--- src/rtl/ex3_pkg.sv ---
// Shared Excess-3 decode constants and the stream FSM state type.
package ex3_pkg;
    localparam logic [3:0] EX3_OFFSET  = 4'd3;
    localparam logic [3:0] EX3_MIN     = 4'h3;
    localparam logic [3:0] EX3_MAX     = 4'hC;
    localparam logic [3:0] BCD_INVALID = 4'hF;

    typedef enum logic {
        COLLECT = 1'b0,
        EMIT    = 1'b1
    } state_e;
endpackage

--- src/rtl/ex3_digit_dec.sv ---
// Combinational Excess-3 digit decoder: zero latency, no flow control.
// Out-of-range codes decode to BCD_INVALID with invalid_o raised.
module ex3_digit_dec
    import ex3_pkg::*;
(
    input  logic [3:0] code_i,
    output logic [3:0] dig_o,
    output logic       invalid_o
);
    always_comb begin
        invalid_o = (code_i < EX3_MIN) || (code_i > EX3_MAX);
        dig_o     = invalid_o ? BCD_INVALID : (code_i - EX3_OFFSET);
    end
endmodule

--- src/rtl/ex3_to_bcd_stream.sv ---
// Excess-3 beat stream to packed-BCD words; word valid the cycle after its last beat,
// input stalls while a word waits in EMIT. EX3_ERR_CNT_EN adds a saturating err_cnt.
module ex3_to_bcd_stream
    import ex3_pkg::*;
#(
    parameter int DIGITS = 4
) (
    input  logic                         clk,
    input  logic                         rst,
    input  logic                         in_valid,
    output logic                         in_ready,
    input  logic [3:0]                   in_code,
    input  logic                         in_last,
    output logic                         out_valid,
    input  logic                         out_ready,
    output logic [4*DIGITS-1:0]          out_bcd,
    output logic [$clog2(DIGITS+1)-1:0]  out_ndig,
    output logic                         out_err
`ifdef EX3_ERR_CNT_EN
    ,
    output logic [7:0]                   err_cnt
`endif
);
    localparam int BW = 4 * DIGITS;
    localparam int NW = $clog2(DIGITS + 1);

    state_e          state_q, state_d;
    logic [BW-1:0]   bcd_q, bcd_d;
    logic [NW-1:0]   ndig_q, ndig_d;
    logic            err_q, err_d;

    logic [3:0]      dig;
    logic            invalid;
    logic            accept;
    logic [NW-1:0]   ndig_inc;
    logic [BW-1:0]   dig_ext;

    ex3_digit_dec u_dec (
        .code_i    (in_code),
        .dig_o     (dig),
        .invalid_o (invalid)
    );

    assign in_ready  = (state_q == COLLECT);
    assign out_valid = (state_q == EMIT);
    assign accept    = in_valid && in_ready;
    assign ndig_inc  = ndig_q + NW'(1);

    always_comb begin
        dig_ext      = '0;
        dig_ext[3:0] = dig;
    end

    always_comb begin
        state_d = state_q;
        bcd_d   = bcd_q;
        ndig_d  = ndig_q;
        err_d   = err_q;
        case (state_q)
            COLLECT: begin
                if (accept) begin
                    bcd_d  = (bcd_q << 4) | dig_ext;
                    ndig_d = ndig_inc;
                    err_d  = err_q | invalid;
                    // A full word terminates even without in_last.
                    if (in_last || (ndig_inc == NW'(DIGITS))) begin
                        state_d = EMIT;
                    end
                end
            end
            EMIT: begin
                if (out_ready) begin
                    state_d = COLLECT;
                    bcd_d   = '0;
                    ndig_d  = '0;
                    err_d   = 1'b0;
                end
            end
            default: state_d = COLLECT;
        endcase
    end

    always_ff @(posedge clk or posedge rst) begin
        if (rst) begin
            state_q <= COLLECT;
            bcd_q   <= '0;
            ndig_q  <= '0;
            err_q   <= 1'b0;
        end else begin
            state_q <= state_d;
            bcd_q   <= bcd_d;
            ndig_q  <= ndig_d;
            err_q   <= err_d;
        end
    end

    assign out_bcd  = bcd_q;
    assign out_ndig = ndig_q;
    assign out_err  = err_q;

`ifdef EX3_ERR_CNT_EN
    logic [7:0] err_cnt_q, err_cnt_d;

    always_comb begin
        err_cnt_d = err_cnt_q;
        if (accept && invalid && (err_cnt_q != 8'hFF)) begin
            err_cnt_d = err_cnt_q + 8'd1;
        end
    end

    always_ff @(posedge clk or posedge rst) begin
        if (rst) begin
            err_cnt_q <= 8'd0;
        end else begin
            err_cnt_q <= err_cnt_d;
        end
    end

    assign err_cnt = err_cnt_q;
`endif
endmodule

--- config.mk ---
export PLATFORM = sky130hd
export DESIGN_NAME = ex3_to_bcd_stream
export DESIGN_NICKNAME = d
export VERILOG_FILES = /design/src/rtl/ex3_pkg.sv /design/src/rtl/ex3_digit_dec.sv /design/src/rtl/ex3_to_bcd_stream.sv
export SDC_FILE = /design/constraint.sdc
export NUM_CORES = 1
export LEC_CHECK = 0
export CAP_MARGIN = 20
export CORE_ASPECT_RATIO = 0.7
export CORE_UTILIZATION = 39
export DETAILED_ROUTE_END_ITERATION = 10
export PLACE_DENSITY = 0.73
export RECOVER_POWER = 100
export SYNTH_ARGS = -nofsm -noshare
export SYNTH_HDL_FRONTEND = slang
export SYNTH_SLANG_ARGS = --single-unit
--- constraint.sdc ---
create_clock -name clk -period 1.1 [get_ports clk]
set_input_delay 0.165 -clock clk [delete_from_list [all_inputs] [get_ports clk]]
set_output_delay 0.165 -clock clk [all_outputs]
set_load 0.05 [all_outputs]
==> metrics.md, run 1 <==
| Metric | Value |
|---|---|
| CP arrival | `~1.5 ns` |
| Ys flop type | `dfrtp_1` |
| Crit Path Class | `flop to flop` |
| Core Area | `between 2000 and 2500 um^2` |
| Worst Path Required | `1.34 ns` |
| Worst vdd ir | `0.963 mV` |
| Clk_lat worst skew | `between 0.3 and 0.4 ns` |
| Crit. End Element | `flop` |
| Area post-placement | `1600 um^2` |
| HPWL Detailed | `about 1.7 mm` |
| Async SR Flop Fraction | `100%` |
| Deepest clock path buffer count | `2` |
| Final instance area | `between 1500 and 2000 um^2` |
| Clock transition at the registers of the reported paths | `~0.12 ns` |
| Mapped Avg Cell Area | `between 10 and 15 um^2` |
| RSZ-0062 raised after global routing | `yes` |
| Vias | `885` |
| Die span in y | `between 40 and 50 um` |
| Gr usage total | `a little over a fifth` |
| # rows | `14` |
| Slew headroom | `66.1%` |
| Layout Skew | `~0.0046 ns` |
| First-pass GRT wire length | `about 3.8 mm` |
| Final setup TNS | `-3.50 ns` |
| Reg power frac | `31.0%` |
| First-pass DRT Iterations | `4` |
| Final Hold Violating Endpoints | `0` |
| Number of global-route vias before repair | `818` |
| P_sw | `1580 uW` |
| Final setup vio count | `32` |
| Final critical-path share of the clock period | `118%` |
| Initial Utilization | `between 40% and 50%` |
| CTS Buf Count | `3` |
| Synthesized cell area | `between 900 and 1000 um^2` |
| Met2 routed WL | `around 1.6 mm` |
| Final slew viol count | `0` |
| Number of synthesis warnings | `0` |
| Critical path launch point type | `flop` |
| Layout area overhead | `93.6%` |
| Number of enable flip-flop cells after synthesis | `0` |
| Combinational share of power | `between 50% and 60%` |
| Critical Path Fanout Max | `9` |
| Pin count of the biggest net entering global routing | `22` |
| PwrDens | `between 2000 and 2500 nW/um^2` |
| Failing checks | `negative setup slack` |
| Wire length on met3 | `213 um` |
| Syn Nets | `84` |
| Global route overflow | `0` |
| Port bufs | `30` |
| # nets final | `about 150` |
| Slew of the pin with the lowest slew margin | `between 0.5 and 0.6 ns` |
| Layout cells sized above 1 | `a little under three fifths` |
| Leak | `about 0.00084 uW` |
| CTS tree | `built` |
| Routed len/inst | `~18 um` |
| Synthesis-stage register bit count | `21` |
| Post-CTS Hold Buffers | `0` |
| # IOs | `31` |
| DRC viols | `0` |
| Fmax | `slightly below 800 MHz` |
| Hold Crit Class | `input port to asynchronous set/reset pin` |
| DR top layer | `met4` |
| Routability Congestion | `approximately 0.72` |
| Clk pwr share | `between 10% and 20%` |
| Int Pwr | `2200 uW` |
| Setup ws final | `-0.194 ns` |
| Post-Layout Cell Count | `between 150 and 200` |
| Clk Tree Root Cell | `clkbuf_4` |
| WL met1 | `between 1 and 1.5 mm` |
| CTS sink count | `21` |
| Count of cell types in the netlist | `23` |
| Drt initial violations | `37` |
| Fillers | `130` |
| Initial antenna violation count | `0` |
| Final WL | `3.00 mm` |
| Switch share | `about two fifths` |
| Antenna-violating nets left | `0` |
| N_diodes | `0` |
| Sequential share of the synthesized area | `between 50 and 60%` |
| DP Cell Count | `approximately 150` |
| Cells after Synth | `71` |
| Outcome | `complete, but fails checks` |
| Avg Vias per Cell | `~5.3` |
| Die Wd | `between 50 and 60 um` |
| Die area | `~2500 um^2` |
| Minimum clock period | `1.29 ns` |
| Htree depth | `1` |
| Max_cap viols | `0` |
[final timing paths]
| kind | startpoint | to | slack [ns] | depth (start not counted) |
|---|---|---|---|---|
| worst max-delay path | out_valid$_DFF_PP0_ | out_ndig[0]$_DFFE_PP0P_ | -0.19 | 5 |
| worst min-delay path | rst | out_bcd[8]$_DFFE_PP0P_ | 0.41 | 3 |
| worst max register to register | out_valid$_DFF_PP0_ | out_ndig[0]$_DFFE_PP0P_ | -0.19 | 5 |
| worst min register to register | out_bcd[15]$_DFFE_PP0P_ | out_bcd[15]$_DFFE_PP0P_ | 0.54 | 1 |
| max in group asynchronous | rst | out_valid$_DFF_PP0_ | 0.32 | 3 |
| min in group clk | in_code[0] | out_bcd[0]$_DFFE_PP0P_ | 0.46 | 4 |
[cell families (layout without fill, tap and decap cells)]
group	count (synthesis)	count (layout)	synth area share, %
multiplexers	1	1	1.53
AO/OA/AOI/OAI	26	26	22.3
adder cells (fa/ha/maj)	4	4	5.55
flip-flops	21	21	58.3
XOR/XNOR	2	2	1.94
buffers and inverters	7	71	4.30
AND/OR/NAND/NOR	10	10	6.10
[power groups by stage]
| stage | combinational (uW) | clock (uW) | sequential [uW] |
|---|---|---|---|
| 4_1_cts | 2110 | 369 | 1190 |
| 5_1_grt | 2280 | 431 | 1190 |
| 3_3_place_gp | 1940 | 0 | 1190 |
| 3_5_place_dp | 1970 | 0 | 1200 |
| 2_1_floorplan | 321 | 0 | 1730 |
| 6_report | 2210 | 393 | 1170 |
[area by class of cell]
type / count / area (um^2) / share of cell area, %
repair buffers: 63 / 742 / 42.5
flip-flops and latches: 21 / 533 / 30.5
multi-input cells: 43 / 387 / 22.1
well taps: 32 / 40.0 / 2.29
clock buffers: 3 / 22.5 / 1.29
inverters: 4 / 17.5 / 1.00
clock inverters: 1 / 5.00 / 0.287
[per-stage QoR]
stage	hold slack [ns]	setup slack (ns)	util (%)	power [uW]
2_1_floorplan	0.141	-0.222	-	2050
3_3_place_gp	0.502	-0.434	73.8	3130
3_5_place_dp	0.518	-0.491	73.8	3170
4_1_cts	0.189	-0.159	79.5	3670
5_1_grt	0.441	-0.248	80.4	3910
6_report	0.405	-0.194	80.4	3780
[metal layers]
layer  up-vias  track usage [%]
li1        397                -
met1       426             27.1
met2        53             36.9
met3         9             3.40
met4         0             4.29
met5         -                0
[cell usage in the layout, fill, tap and decap left out, types with 2 or more instances in the layout]
master	n
or3_1	2
dfrtp_1	15
dlygate4sd2_1	2
buf_4	26
dfrtp_2	6
buf_12	17
ha_2	2
clkdlybuf4s50_1	5
clkbuf_4	3
a221o_1	3
ha_1	2
o21ai_0	2
nand2_1	3
inv_1	3
buf_6	11
a21oi_2	2
a22o_1	14
[critical path, cell delays in order, from the launching register on]
cell     delay, ns
dfrtp_2       0.42
buf_6         0.11
mux2i_4       0.35
buf_6         0.19
nand2_1       0.06
o21ai_1       0.08
[state kept, by name (all words and copies together), names as in the netlist]
| signal | flops |
|---|---|
| out_ndig | 3 |
| out_bcd | 16 |
| out_err | 1 |
| out_valid | 1 |
[timing repair]
action	4_1_cts	5_1_grt
setup buffers	5	10
pin swaps	6	3
gates resized for setup	19	7
setup endpoints to repair	28	39
[synthesized netlist by cell type, types with 2 or more instances]
cell      n  area (um^2)
a21oi_1   4         20.0
inv_1     4         15.0
nand2_1   3         11.3
a221o_1   3         30.0
a22o_1   14          123
dfrtp_1  21          526
o21ai_0   2         10.0
or3_1     2         12.5
ha_1      4         50.1
Note: power is estimated with default switching activity, not from simulation.
==> run 2: changes to the inputs <==
--- a/config.mk
+++ b/config.mk
@@ -11,6 +11,7 @@
 export DETAILED_ROUTE_END_ITERATION = 10
 export PLACE_DENSITY = 0.73
 export RECOVER_POWER = 100
+export SLEW_MARGIN = 20
 export SYNTH_ARGS = -nofsm -noshare
 export SYNTH_HDL_FRONTEND = slang
 export SYNTH_SLANG_ARGS = --single-unit
==> results of run 2 <==
The final DEF is identical to that of run 1; final timing and power are the same.
==> run 3: changes to the inputs <==
--- a/config.mk
+++ b/config.mk
@@ -7,9 +7,10 @@
 export LEC_CHECK = 0
 export CAP_MARGIN = 20
 export CORE_ASPECT_RATIO = 0.7
-export CORE_UTILIZATION = 39
+export CORE_MARGIN = 4
+export CORE_UTILIZATION = 35
 export DETAILED_ROUTE_END_ITERATION = 10
-export PLACE_DENSITY = 0.73
+export PLACE_DENSITY = 0.67
 export RECOVER_POWER = 100
 export SLEW_MARGIN = 20
 export SYNTH_ARGS = -nofsm -noshare
==> run 3 against run 2 <==
The run still ends with negative setup slack left. Register-to-register slack improved by 0.04 ns. Final cell count fell by 5.4%. Hold slack improved by 0.048 ns. Global-route usage fell by 5.3 points. Routed wire length fell by 19%. Non-clock buffer count fell by 11. Clock skew barely moved. Die area rose by 38%. Critical path depth fell by 1.
==> metrics.md, run 3 (synthesis results as in run 1) <==
| Metric | Value |
|---|---|
| Final critical-path share of the clock period | `114% (-4.0 points)` |
| Layout cells sized above 1 | `50.0% (-5.6 points)` |
| Final WL | `2.44 mm (-19%)` |
| GR Util met2 | `25.7% (-11 points)` |
| Routability Congestion | `0.717 (-0.95%)` |
| Most Used Layer, Global Route | `met2` |
| Footprint of the multi-input gates | `402 um^2 (+3.9%)` |
| Gr usage total | `15.6% (-5.3 points)` |
| Layout area overhead | `75.6%` |
| Hold Crit Class | `input port to asynchronous set/reset pin` |
| DP Cell Count | `150 (+1.4%)` |
| Port bufs | `30 (unchanged)` |
| Most frequent cells in the layout | `18 x dfrtp_1, 18 x buf_4, 14 x a22o_1` |
| Pin count of the biggest net entering global routing | `22 (unchanged)` |
| Reg area | `529 um^2 (-0.70%)` |
| Number of global-route vias before repair | `842 (+2.9%)` |
| # nets final | `138 (-7.4%)` |
| HPWL Detailed | `1.78 mm (+6.2%)` |
| N_diodes | `0 (unchanged)` |
| Vias | `791 (-11%)` |
| Fmax | `800 MHz (+3.5%)` |
| Minimum clock period | `1.25 ns (-0.0439 ns)` |
| Reg power frac | `32.3% (+1.3 points)` |
| Clk pwr share | `14.3% (+3.9 points)` |
| Setup ws final | `-0.150 ns (+0.0439 ns)` |
| Slew headroom | `67.3% (+1.2 points)` |
| Global route overflow | `0 (unchanged)` |
| CTS sink count | `21 (unchanged)` |
| CTS Buf Count | `3 (unchanged)` |
| Core Area | `2460 um^2 (+13%)` |
| Final Hold Violating Endpoints | `0 (unchanged)` |
| Met3 usage | `4.47% (+1.1 points)` |
| Final slew viol count | `0 (unchanged)` |
| RSZ-0062 raised after global routing | `yes` |
| Slew of the pin with the lowest slew margin | `0.491 ns (-0.0174 ns)` |
| First-pass GRT wire length | `4.05 mm (+6.0%)` |
| Switch share | `41.6% (-0.24 points)` |
| Largest register FFs | `16 (unchanged)` |
| Slowest cell on crit path | `dfrtp_2` |
| Max_cap viols | `0 (unchanged)` |
| Avg Vias per Cell | `5.01 (-5.5%)` |
| Clk_lat worst skew | `0.26 ns (-0.06 ns)` |
| CTS tree | `built` |
| Layout Skew | `0.00458 ns (-0.0000697 ns)` |
| P_sw | `1460 uW (-7.7%)` |
| Crit-path cells | `buf_6 -> mux2i_4 -> buf_12 -> a22o_1` |
| Post-CTS Hold Buffers | `0 (unchanged)` |
| # IOs | `31 (unchanged)` |
| Clk Tree Root Cell | `clkbuf_8` |
| Area post-placement | `1630 um^2 (+1.7%)` |
| Final setup vio count | `25 (-22%)` |
| Critical Path Fanout Max | `9 (unchanged)` |
| # rows | `15 (+1)` |
| M1 GR Usage | `19.9% (-7.2 points)` |
| First-pass DRT Iterations | `4 (unchanged)` |
| Final instance area | `1580 um^2 (-9.3%)` |
| Routed len/inst | `15.4 um (-14%)` |
| Total Power | `3510 uW (-7.2%)` |
| Int Pwr | `2050 uW (-6.8%)` |
| Reg2Reg Setup Slack | `-0.15 ns (+0.04 ns)` |
| Critical path's largest stage delay | `0.43 ns (about the same)` |
| Die Wd | `68.7 um (+15%)` |
| Crit Path Class | `flop to flop` |
| Initial antenna violation count | `0 (unchanged)` |
| Initial Utilization | `36.7% (-4.8 points)` |
| Antenna-violating nets left | `0 (unchanged)` |
| Clock transition at the registers of the reported paths | `0.08 ns (-0.04 ns)` |
| Post-Layout Cell Count | `158 (-5.4%)` |
| PwrDens | `2210 nW/um^2 (+2.4%)` |
| Drt initial violations | `35 (-5.4%)` |
| Failing checks | `negative setup slack` |
| Leak | `0.000760 uW (-9.3%)` |
| DRC viols | `0 (unchanged)` |
| Fillers | `195 (+50%)` |
| Outcome | `complete, but fails checks` |
| Critical path launch point type | `flop` |
| Htree depth | `1 (unchanged)` |
| Final cell utilization of the core | `64.4% (-16 points)` |
| Crit. End Element | `flop` |
| Final setup TNS | `-2.96 ns (+0.539 ns)` |
| Combinational share of power | `53.4% (-5.1 points)` |
| Worst vdd ir | `0.715 mV (-26%)` |
| CP arrival | `1.41 ns (-0.13 ns)` |
| Die area | `3470 um^2 (+38%)` |
| Deepest clock path buffer count | `2 (unchanged)` |
| Worst Path Required | `1.26 ns (-0.08 ns)` |
| Die span in y | `50.5 um (+19%)` |
==> run 3: cell count changes in the layout (fill, tap and decap cells not counted), sizes merged <==
cell,change
dlygate4sd2,+2
clkbuf,+10
buf,-21
clkdlybuf4s50,-2
==> run 3: path summary, 6_finish.rpt <==
kind                                         startpoint                 endpoint  cells after the start
worst min-delay path                                rst  out_bcd[15]$_DFFE_PP0P_                      3
worst max register to register      out_valid$_DFF_PP0_   out_bcd[7]$_DFFE_PP0P_                      4
worst min register to register  out_bcd[13]$_DFFE_PP0P_  out_bcd[13]$_DFFE_PP0P_                      1
worst max-delay path                out_valid$_DFF_PP0_   out_bcd[7]$_DFFE_PP0P_                      4
max in group asynchronous                           rst      out_valid$_DFF_PP0_                      3
min in group clk                out_bcd[13]$_DFFE_PP0P_  out_bcd[13]$_DFFE_PP0P_                      1
==> run 3: through the flow <==
step	setup slack [ns]	hold slack (ns)
5_1_grt	-0.209	0.528
3_5_place_dp	-0.489	0.504
6_report	-0.150	0.453
2_1_floorplan	-0.222	0.141
4_1_cts	-0.131	0.229
3_3_place_gp	-0.434	0.502
==> run 3: area by class of cell <==
class | instances | share of cell area (%)
tap | 34 | 2.69
sequential | 21 | 33.4
timing repair buffer | 52 | 34.5
clock inverter | 1 | 0.316
inverter | 4 | 1.11
clock buffer | 3 | 2.61
multi-input combinational | 43 | 25.4
==> run 3: power groups by stage <==
stage	combinational [uW]	clock, uW	sequential, uW
2_1_floorplan	321	0	1730
3_3_place_gp	2000	0	1190
3_5_place_dp	2030	0	1200
4_1_cts	2160	501	1190
5_1_grt	1960	535	1160
6_report	1870	502	1130
==> run 3: routing by layer <==
| layer | up-vias | part of all wire [%] |
|---|---|---|
| li1 | 370 | - |
| met1 | 388 | 43 |
| met2 | 29 | 50 |
| met3 | 4 | 6.1 |
| met4 | 0 | 1.4 |
| met5 | - | 0 |
==> run 3: critical path: cells and delay by family, from the launching register on <==
family          cells  cell delay [ns]
compound gates      1             0.19
buf+inv             2             0.30
flops               1             0.43
mux                 1             0.23
==> run 3: timing repair <==
| action | CTS | global route |
|---|---|---|
| buffers inserted | 3 | 1 |
| resized for setup | 19 | 2 |
| setup endpoints to repair | 25 | 25 |
| pin swaps | 6 | 4 |
